--- src/rtl/axi_slave_read_channel.sv ---
// AXI read-channel slave: accepts one AR burst at a time, reads it from a 1-cycle-latency memory
// port and returns the beats through a 2-entry buffer. Define AXI_SLAVE_RANGE_CHECK_EN for the range check.
module axi_slave_read_channel #(
   parameter int ADDR_WIDTH         = 32,
   parameter int READ_CHANNEL_WIDTH = 4,
   parameter int READ_BURST_LEN     = 8,
   parameter int MEM_DEPTH          = 256
) (
   input  logic                          clk,
   input  logic                          rst_n,
   input  logic                          ARVALID,
   output logic                          ARREADY,
   input  logic [ADDR_WIDTH-1:0]         ARADDR,
   input  logic [READ_BURST_LEN-1:0]     ARLEN,
   input  logic [2:0]                    ARSIZE,
   input  logic [1:0]                    ARBURST,
   output logic                          RVALID,
   input  logic                          RREADY,
   output logic [READ_CHANNEL_WIDTH-1:0] RDATA,
   output logic                          RLAST,
   output logic [1:0]                    RRESP,
   output logic                          mem_rd_en,
   output logic [ADDR_WIDTH-1:0]         mem_rd_addr,
   input  logic [READ_CHANNEL_WIDTH-1:0] mem_rd_data,
   output logic                          busy
);

   typedef enum logic {S_IDLE, S_BURST} state_e;

   typedef struct packed {
      logic [READ_CHANNEL_WIDTH-1:0] data;
      logic [1:0]                    resp;
      logic                          last;
   } beat_t;

   localparam int                  CW          = READ_BURST_LEN + 1;
   localparam logic [1:0]          RESP_OKAY   = 2'b00;
   localparam logic [1:0]          RESP_SLVERR = 2'b10;
   localparam logic [1:0]          BURST_FIXED = 2'b00;
   localparam logic [1:0]          BURST_INCR  = 2'b01;
   localparam logic [ADDR_WIDTH:0] MEM_DEPTH_W = (ADDR_WIDTH + 1)'(MEM_DEPTH);

   state_e                    state_q, state_d;
   logic                      ready_en_q, ready_en_d;
   logic [ADDR_WIDTH-1:0]     base_q, base_d;
   logic [READ_BURST_LEN-1:0] len_q, len_d;
   logic [1:0]                burst_q, burst_d;
   logic [CW-1:0]             issue_cnt_q, issue_cnt_d;
   logic                      infl_valid_q, infl_valid_d;
   logic                      infl_err_q, infl_err_d;
   logic                      infl_last_q, infl_last_d;
   beat_t                     fifo_q [2];
   beat_t                     fifo_d [2];
   logic                      wr_ptr_q, wr_ptr_d;
   logic                      rd_ptr_q, rd_ptr_d;
   logic [1:0]                occ_q, occ_d;

   logic                  arready, rvalid, pop, push, ar_hs;
   logic                  burst_ok, range_err, issue, issue_err;
   logic [ADDR_WIDTH-1:0] issue_addr;
   beat_t                 head, push_beat;

   // ARSIZE is accepted but has no effect on a word-addressed memory.
   logic unused_ok;
   assign unused_ok = ^{ARSIZE, MEM_DEPTH_W};

   always_comb begin
      arready    = (state_q == S_IDLE) && ready_en_q;
      rvalid     = (occ_q != 2'd0);
      head       = fifo_q[rd_ptr_q];
      pop        = rvalid && RREADY;
      push       = infl_valid_q;
      ar_hs      = ARVALID && arready;
      burst_ok   = (burst_q == BURST_FIXED) || (burst_q == BURST_INCR);
      issue_addr = (burst_q == BURST_FIXED) ? base_q : base_q + ADDR_WIDTH'(issue_cnt_q);
`ifdef AXI_SLAVE_RANGE_CHECK_EN
      range_err  = ({1'b0, issue_addr} >= MEM_DEPTH_W);
`else
      range_err  = 1'b0;
`endif
      // Buffered beats plus the one in flight, less the one leaving now, must leave room.
      issue      = (state_q == S_BURST) && (issue_cnt_q <= {1'b0, len_q}) &&
                   (({1'b0, occ_q} + {2'b00, infl_valid_q}) < (3'd2 + {2'b00, pop}));
      issue_err  = !burst_ok || range_err;
   end

   always_comb begin
      // NOTE: every variable gets a default before any branch so no latch is inferred.
      state_d      = state_q;
      ready_en_d   = 1'b1;
      base_d       = base_q;
      len_d        = len_q;
      burst_d      = burst_q;
      issue_cnt_d  = issue_cnt_q;
      infl_valid_d = issue;
      infl_err_d   = issue_err;
      infl_last_d  = (issue_cnt_q == {1'b0, len_q});
      wr_ptr_d     = wr_ptr_q;
      rd_ptr_d     = rd_ptr_q;
      occ_d        = occ_q + {1'b0, push} - {1'b0, pop};
      fifo_d       = fifo_q;

      push_beat.data = infl_err_q ? '0 : mem_rd_data;
      push_beat.resp = infl_err_q ? RESP_SLVERR : RESP_OKAY;
      push_beat.last = infl_last_q;

      if (push) begin
         fifo_d[wr_ptr_q] = push_beat;
         wr_ptr_d         = ~wr_ptr_q;
      end
      if (pop) begin
         rd_ptr_d = ~rd_ptr_q;
      end
      if (issue) begin
         issue_cnt_d = issue_cnt_q + CW'(1);
      end

      case (state_q)
         S_IDLE: begin
            if (ar_hs) begin
               base_d      = ARADDR;
               len_d       = ARLEN;
               burst_d     = ARBURST;
               issue_cnt_d = '0;
               state_d     = S_BURST;
            end
         end
         S_BURST: begin
            if (pop && head.last) begin
               state_d = S_IDLE;
            end
         end
         default: state_d = S_IDLE;
      endcase
   end

   // NOTE: sequential state uses non-blocking assignments so every flop samples pre-edge values.
   always_ff @(posedge clk or negedge rst_n) begin
      if (!rst_n) begin
         state_q      <= S_IDLE;
         ready_en_q   <= 1'b0;
         base_q       <= '0;
         len_q        <= '0;
         burst_q      <= '0;
         issue_cnt_q  <= '0;
         infl_valid_q <= 1'b0;
         infl_err_q   <= 1'b0;
         infl_last_q  <= 1'b0;
         wr_ptr_q     <= 1'b0;
         rd_ptr_q     <= 1'b0;
         occ_q        <= '0;
      end else begin
         state_q      <= state_d;
         ready_en_q   <= ready_en_d;
         base_q       <= base_d;
         len_q        <= len_d;
         burst_q      <= burst_d;
         issue_cnt_q  <= issue_cnt_d;
         infl_valid_q <= infl_valid_d;
         infl_err_q   <= infl_err_d;
         infl_last_q  <= infl_last_d;
         wr_ptr_q     <= wr_ptr_d;
         rd_ptr_q     <= rd_ptr_d;
         occ_q        <= occ_d;
      end
   end

   // NOTE: buffer storage is not reset; occupancy is, and the outputs are gated by it.
   always_ff @(posedge clk) begin
      fifo_q <= fifo_d;
   end

   assign ARREADY     = arready;
   assign RVALID      = rvalid;
   assign RDATA       = rvalid ? head.data : '0;
   assign RRESP       = rvalid ? head.resp : RESP_OKAY;
   assign RLAST       = rvalid && head.last;
   assign mem_rd_en   = issue && !issue_err;
   assign mem_rd_addr = mem_rd_en ? issue_addr : '0;
   assign busy        = (state_q == S_BURST);

endmodule

--- config.mk ---
export PLATFORM = sky130hd
export DESIGN_NAME = axi_slave_read_channel
export DESIGN_NICKNAME = d
export VERILOG_FILES = /design/src/rtl/axi_slave_read_channel.sv
export SDC_FILE = /design/constraint.sdc
export NUM_CORES = 1
export LEC_CHECK = 0
export CAP_MARGIN = 15
export CORE_MARGIN = 3
export CORE_UTILIZATION = 48
export CTS_CLUSTER_SIZE = 16
export DETAILED_ROUTE_END_ITERATION = 7
export MAX_ROUTING_LAYER = met4
export PLACE_DENSITY = 0.87
export SETUP_SLACK_MARGIN = 0.1
export SYNTH_ARGS = -nofsm -noshare
export SYNTH_HDL_FRONTEND = slang
export SYNTH_SLANG_ARGS = --single-unit
--- constraint.sdc ---
create_clock -name clk -period 7 [get_ports clk]
set_input_delay 1.4 -clock clk [delete_from_list [all_inputs] [get_ports clk]]
set_output_delay 1.4 -clock clk [all_outputs]
set_load 0.05 [all_outputs]
==> impl_metrics.csv, run 1 <==
group,metric,value,unit
status,status,"complete, no violations",
timing,setup_viol,0,
placed_design,portBuffers,91,
synthesis,synthCells,484,
synthesis,synth_seq_cells,72,
worst_setup_path,slowest_stage,"clkdlybuf4s50_1",
global_route,antenna_found_initial,0,
synthesis,synth_area_per_cell,8.89,µm²
global_route,overflow,0,
placed_design,dp.cells,662,
detailed_routing,drtIter0Drc,186,
clocking,cts_buffers,9,
global_route,grt_pass1_vias,3751,
cells_and_area,final_cell_area,5460,µm²
synthesis,async_flop_share,83.3,%
worst_setup_path,crit_buf_inv,3,
worst_setup_path,worstSetupStartpointType,"primary input",
placed_design,dp_worst_setup_slack,1.08,ns
placed_design,hpwl,7540,µm
timing,fin_setup_tns,0,ns
worst_setup_path,cp-end-kind,"output port",
cells_and_area,antennaDiodeCount,0,
clocking,cts_tree,"done",
die,pin_count,96,
timing,relSlewSlack,31.3,%
die,dieArea,10100,µm²
die,start_util,50.8,%
synthesis,yosysUniqueCellTypes,54,
timing,period_needed,5.94,ns
timing,max_freq,168,MHz
placed_design,gp_routability_congestion,0.931,
detailed_routing,drt-pass1-iter-count,4,
worst_setup_path,worstSetupPathType,"in -> out",
die,core_area,8460,µm²
detailed_routing,dr_total_vias,3700,
worst_setup_path,cpLargestDelayFamily,"buffers and inverters",
synthesis,synth-edff-count,12,
global_route,track_usage,22.1,%
timing,clock_skew,0.00960,ns
timing,fin_ws,1.06,ns
clocking,holdBufCountCts,0,
detailed_routing,routed_wl,10300,µm
synthesis,synth_fp_nets,560,
clocking,htree_levels,3,
cells_and_area,multiInputGateArea,2240,µm²
worst_setup_path,max_stage_delay,0.85,ns
synthesis,yosysTopAreaCellShare,34.9,%
worst_setup_path,crit_chain,"clkdlybuf4s50_1, o21ai_0, o21ai_0, nand3b_1, or3_1, buf_4, nor3_1, clkdlybuf4s50_1",
cells_and_area,final_cells,679,
pwr,irDropWorstVdd,0.224,mV
clocking,cts_resized,0,
cells_and_area,nNetsFinal,645,
cells_and_area,nFillCells,692,
clocking,numClockSinks,72,
die,rows,33,
die,fp.dieH,101,µm
cells_and_area,final_cell_mix,"nand2_1 (123), clkdlybuf4s50_1 (90), dfrtp_1 (60), nor2_1 (45), o21ai_0 (25)",
cells_and_area,seq_area,1860,µm²
synthesis,synth_warnings,0,
timing,hold_viol_final,0,
worst_setup_path,cp_max_fo,26,
clocking,clk_path_buf_depth,2,
flow_run,cap_violations,0,
timing,fin_crit_sh,84.8,%
clocking,cts-root-buf,"clkbuf_8",
synthesis,synth-main-ff-cell,"dfrtp_1",
min_path,hp-class,"reg -> reg",
worst_setup_path,cp.arrival,4.54,ns
detailed_routing,wl_per_cell,15.1,µm
global_route,grt_pass1_wl,17500,µm
global_route,grt_max_degree,62,
synthesis,netlist_top_cells_area,"dfrtp_1 (35%), nand2_1 (11%), edfxtp_1 (8.4%)",
pwr,power_leakage,2.39,nW
cells_and_area,drive_above_1_share,5.92,%
die,die_x,101,µm
synthesis,synth-seq-area-share,43.3,%
clocking,clk_latency,0.35,ns
synthesis,syn_area,4300,µm²
detailed_routing,ant_nets,0,
clocking,path_clk_slew,0.08,ns
detailed_routing,vias_per_cell,5.45,
detailed_routing,drc,0,
worst_setup_path,critical_path_required,5.60,ns
pwr,powerDensity,440,nW/µm²
timing,finalMaxSlewViolations,0,
timing,rsz0062_at_grt,"no",
cells_and_area,area_delta_synth_final,26.9,%
clocking,postCtsSetupRepairBufs,0,
placed_design,place_area,5240,µm²
timing,whs,0.454,ns
timing,tightestPinTransition,1.03,ns
synthesis,synth_top_area_cell,"dfrtp_1",
cells_and_area,layout_commonest_cell,"nand2_1",
## path summary, 6_finish.rpt
check,from,end,slack [ns],depth (start not counted)
hold reg to reg,infl_last_q,fifo_q[7],0.45,0
hold / removal,infl_last_q,fifo_q[7],0.45,0
max in group asynchronous,rst_n,base_q[29],5.27,2
setup / recovery,RREADY,mem_rd_addr[7],1.06,8
setup reg to reg,issue_cnt_q[6],issue_cnt_q[5],4.63,7
min in group asynchronous,rst_n,base_q[22],1.18,2
## synthesized netlist by cell type (all sizes together) (9+ instances only)
master / count
nand2: 123
dfrtp: 60
nor2: 46
o21ai: 25
ha: 22
a21oi: 21
inv: 21
xnor2: 17
xor2: 16
clkbuf: 13
nand3: 13
edfxtp: 12
nor2b: 9
## area by class of cell
| class | instances | area share, % |
|---|---|---|
| Multi-Input combinational cell | 371 | 41.1 |
| Inverter | 21 | 1.44 |
| Sequential cell | 72 | 34.1 |
| Clock buffer | 9 | 2.27 |
| Clock inverter | 7 | 1.28 |
| Tap cell | 105 | 2.41 |
| Timing Repair Buffer | 94 | 17.4 |
## power by group
part | total [W] | switching [W] | internal (W)
sequential | 0.000786 | 0.000180 | 0.000605
clock | 0.000329 | 0.000165 | 0.000165
combinational | 0.00129 | 0.000823 | 0.000464
total | 0.00240 | 0.00117 | 0.00123
## metrics by stage
| step | utilization, % | total power, W |
|---|---|---|
| 6_report | 64.5 | 0.00240 |
| 4_1_cts | 64.2 | 0.00241 |
| 2_1_floorplan | - | 0.00171 |
| 3_5_place_dp | 61.9 | 0.00207 |
| 5_1_grt | 64.5 | 0.00258 |
| 3_3_place_gp | 61.9 | 0.00202 |
## cell families after synthesis
group | share of synthesized area [%]
AO/OA/AOI/OAI | 11.6
XOR/XNOR | 6.72
adder cells (fa/ha/maj) | 6.86
buffers and inverters | 4.57
flip-flops | 43.3
multiplexers | 1.66
other | 0.175
AND/OR/NAND/NOR | 25.2
## metal layers
layer  global-route usage (%)  share of wire (%)  vias up
li1                         -                  -     1806
met1                     28.9                 44     1774
met2                     35.7                 49      102
met3                     2.56                5.0       18
met4                     7.46                1.9        0
met5                        -                  0        -
## worst reg2reg max path, delay by kind of cell (launching register included)
family                     cells  cell delay [ns]
and+or+nand+nor                4             1.00
adders and majority gates      1             0.37
xor gates and xnor gates       1             0.17
DFF                            1             0.47
AOI/OAI and AO/OA              1             0.21
## sequential cells by signal (all words and copies together), names as in the netlist, 2 cells and up
| signal | count |
|---|---|
| base_q | 32 |
| fifo_q | 12 |
| issue_cnt_q | 9 |
| len_q | 8 |
| burst_q | 2 |
| occ_q | 2 |
No activity file was read; power rests on OpenSTA's default activity.
==> run 2, diff against run 1 <==
- clock period: 7 -> 5.8 ns (I/O delays scaled with it)
==> impl_metrics.csv, run 2 (synthesized netlist as in run 1, its figures left out) <==
group,metric,value,unit
min_path,min-delay-start,"burst_q[1]",
detailed_routing,wl_per_cell,15.6,µm
pwr,power_leakage,2.40,nW
worst_setup_path,worstReg2RegEnd,"issue_cnt_q[6]",
clocking,clk_path_buf_depth,2,
worst_setup_path,cpLargestDelayFamily,"buffers and inverters",
timing,finalMaxSlewViolations,0,
cells_and_area,drive_above_1_share,6.62,%
global_route,grt_pass1_wl,17800,µm
worst_setup_path,cp-end-kind,"output port",
cells_and_area,antennaDiodeCount,0,
worst_setup_path,reg2reg_from,"issue_cnt_q[6]",
detailed_routing,routed_wl,10600,µm
die,fp.dieH,101,µm
clocking,htree_levels,3,
cells_and_area,nNetsFinal,645,
detailed_routing,vias_per_cell,5.52,
timing,max_freq,185,MHz
detailed_routing,drc,0,
pwr,powerDensity,534,nW/µm²
worst_setup_path,cp.arrival,4.25,ns
global_route,antenna_found_initial,0,
clocking,cts_buffers,9,
placed_design,place_area,5230,µm²
worst_setup_path,rrSetupSlack,3.42,ns
cells_and_area,layout_commonest_cell,"nand2_1",
detailed_routing,drtIter0Drc,159,
die,rows,33,
timing,hold_viol_final,0,
min_path,holdPathStages,0,
cells_and_area,multiInputGateArea,2240,µm²
cells_and_area,seq_area,1860,µm²
clocking,holdBufCountCts,0,
cells_and_area,nFillCells,710,
global_route,track_usage,22.3,%
placed_design,hpwl,7750,µm
timing,period_needed,5.41,ns
global_route,overflow,0,
worst_setup_path,slowest_stage,"clkdlybuf4s50_1",
placed_design,portBuffers,91,
clocking,postCtsSetupRepairBufs,0,
die,start_util,50.8,%
clocking,clk_latency,0.35,ns
cells_and_area,reg_top3,"base_q x32, fifo_q x12, issue_cnt_q x9",
clocking,cts_resized,0,
clocking,cts_tree,"done",
flow_run,cap_violations,0,
timing,fin_setup_tns,0,ns
timing,relSlewSlack,28.1,%
die,die_x,101,µm
timing,setup_viol,0,
cells_and_area,final_cell_mix,"nand2_1 (123), clkdlybuf4s50_1 (87), dfrtp_1 (60), nor2_1 (45), o21ai_0 (25)",
timing,fin_crit_sh,93.2,%
worst_setup_path,worstSetupStartpointType,"primary input",
clocking,path_clk_slew,0.08,ns
worst_setup_path,cp_max_fo,23,
timing,clock_skew,0.0142,ns
clocking,cts-root-buf,"clkbuf_8",
min_path,hold-path-endpoint,"infl_err_q",
cells_and_area,final_cell_area,5460,µm²
worst_setup_path,max_stage_delay,0.83,ns
min_path,hp-class,"reg -> reg",
worst_setup_path,critical_path_required,4.64,ns
worst_setup_path,worstSetupPathType,"in -> out",
die,dieArea,10100,µm²
timing,tightestPinTransition,1.08,ns
die,pin_count,96,
detailed_routing,ant_nets,0,
cells_and_area,area_delta_synth_final,26.9,%
clocking,numClockSinks,72,
worst_setup_path,ff2ff_path_depth,7,
placed_design,gp_routability_congestion,0.881,
cells_and_area,largest_reg_flops,32,
global_route,grt_pass1_vias,3772,
pwr,finalPower,0.00291,W
worst_setup_path,crit_buf_inv,3,
pwr,irDropWorstVdd,0.276,mV
worst_setup_path,crit_chain,"clkdlybuf4s50_1, o21ai_0, o21ai_0, nand3b_1, or3_1, buf_4, a21oi_1, clkdlybuf4s50_1",
detailed_routing,dr_total_vias,3748,
cells_and_area,regMostFlops,"base_q",
die,core_area,8460,µm²
detailed_routing,drt-pass1-iter-count,5,
status,status,"complete, no violations",
timing,rsz0062_at_grt,"no",
global_route,grt_max_degree,62,
## run 2: power breakdown
group          total [W]  switching (W)  internal, W
Combinational    0.00156        0.00100     0.000558
Clock           0.000409       0.000205     0.000203
Sequential      0.000946       0.000216     0.000730
Total            0.00291        0.00142      0.00149
## run 2: worst max-delay path by stage
stage	start	to	slack [ns]	depth (start not counted)
2_1_floorplan	RREADY	mem_rd_addr[1]	1.26	6
3_3_place_gp	RREADY	mem_rd_addr[31]	0.45	8
3_5_place_dp	RREADY	mem_rd_addr[31]	0.43	8
4_1_cts	RREADY	mem_rd_addr[31]	0.42	8
5_1_grt	RREADY	mem_rd_addr[14]	0.19	8
6_report	RREADY	mem_rd_addr[31]	0.39	8
## run 2: final cells by class
cell class	instances	area share (%)
timing repair buffer	94	17.2
inverter	21	1.44
sequential	72	34.1
multi-input combinational	371	41.1
clock buffer	9	2.27
tap	105	2.41
clock inverter	7	1.44
## run 2: through the flow
step	cells	util, %	hold slack [ns]	worst slack, ns
floorplan	484	-	0.420	1.26
global placement	662	61.8	0.426	0.451
detailed placement	662	61.8	0.446	0.428
CTS	678	64.2	0.469	0.423
global route	679	64.5	0.473	0.187
finish	679	64.5	0.464	0.393
## run 2: metal layers
layer / vias to the layer above / part of all wire (%) / GRT usage, %
li1: 1812 / - / -
met1: 1792 / 44 / 29.1
met2: 125 / 50 / 36.7
met3: 19 / 5.3 / 2.63
met4: 0 / 1.6 / 6.01
met5: - / 0 / -
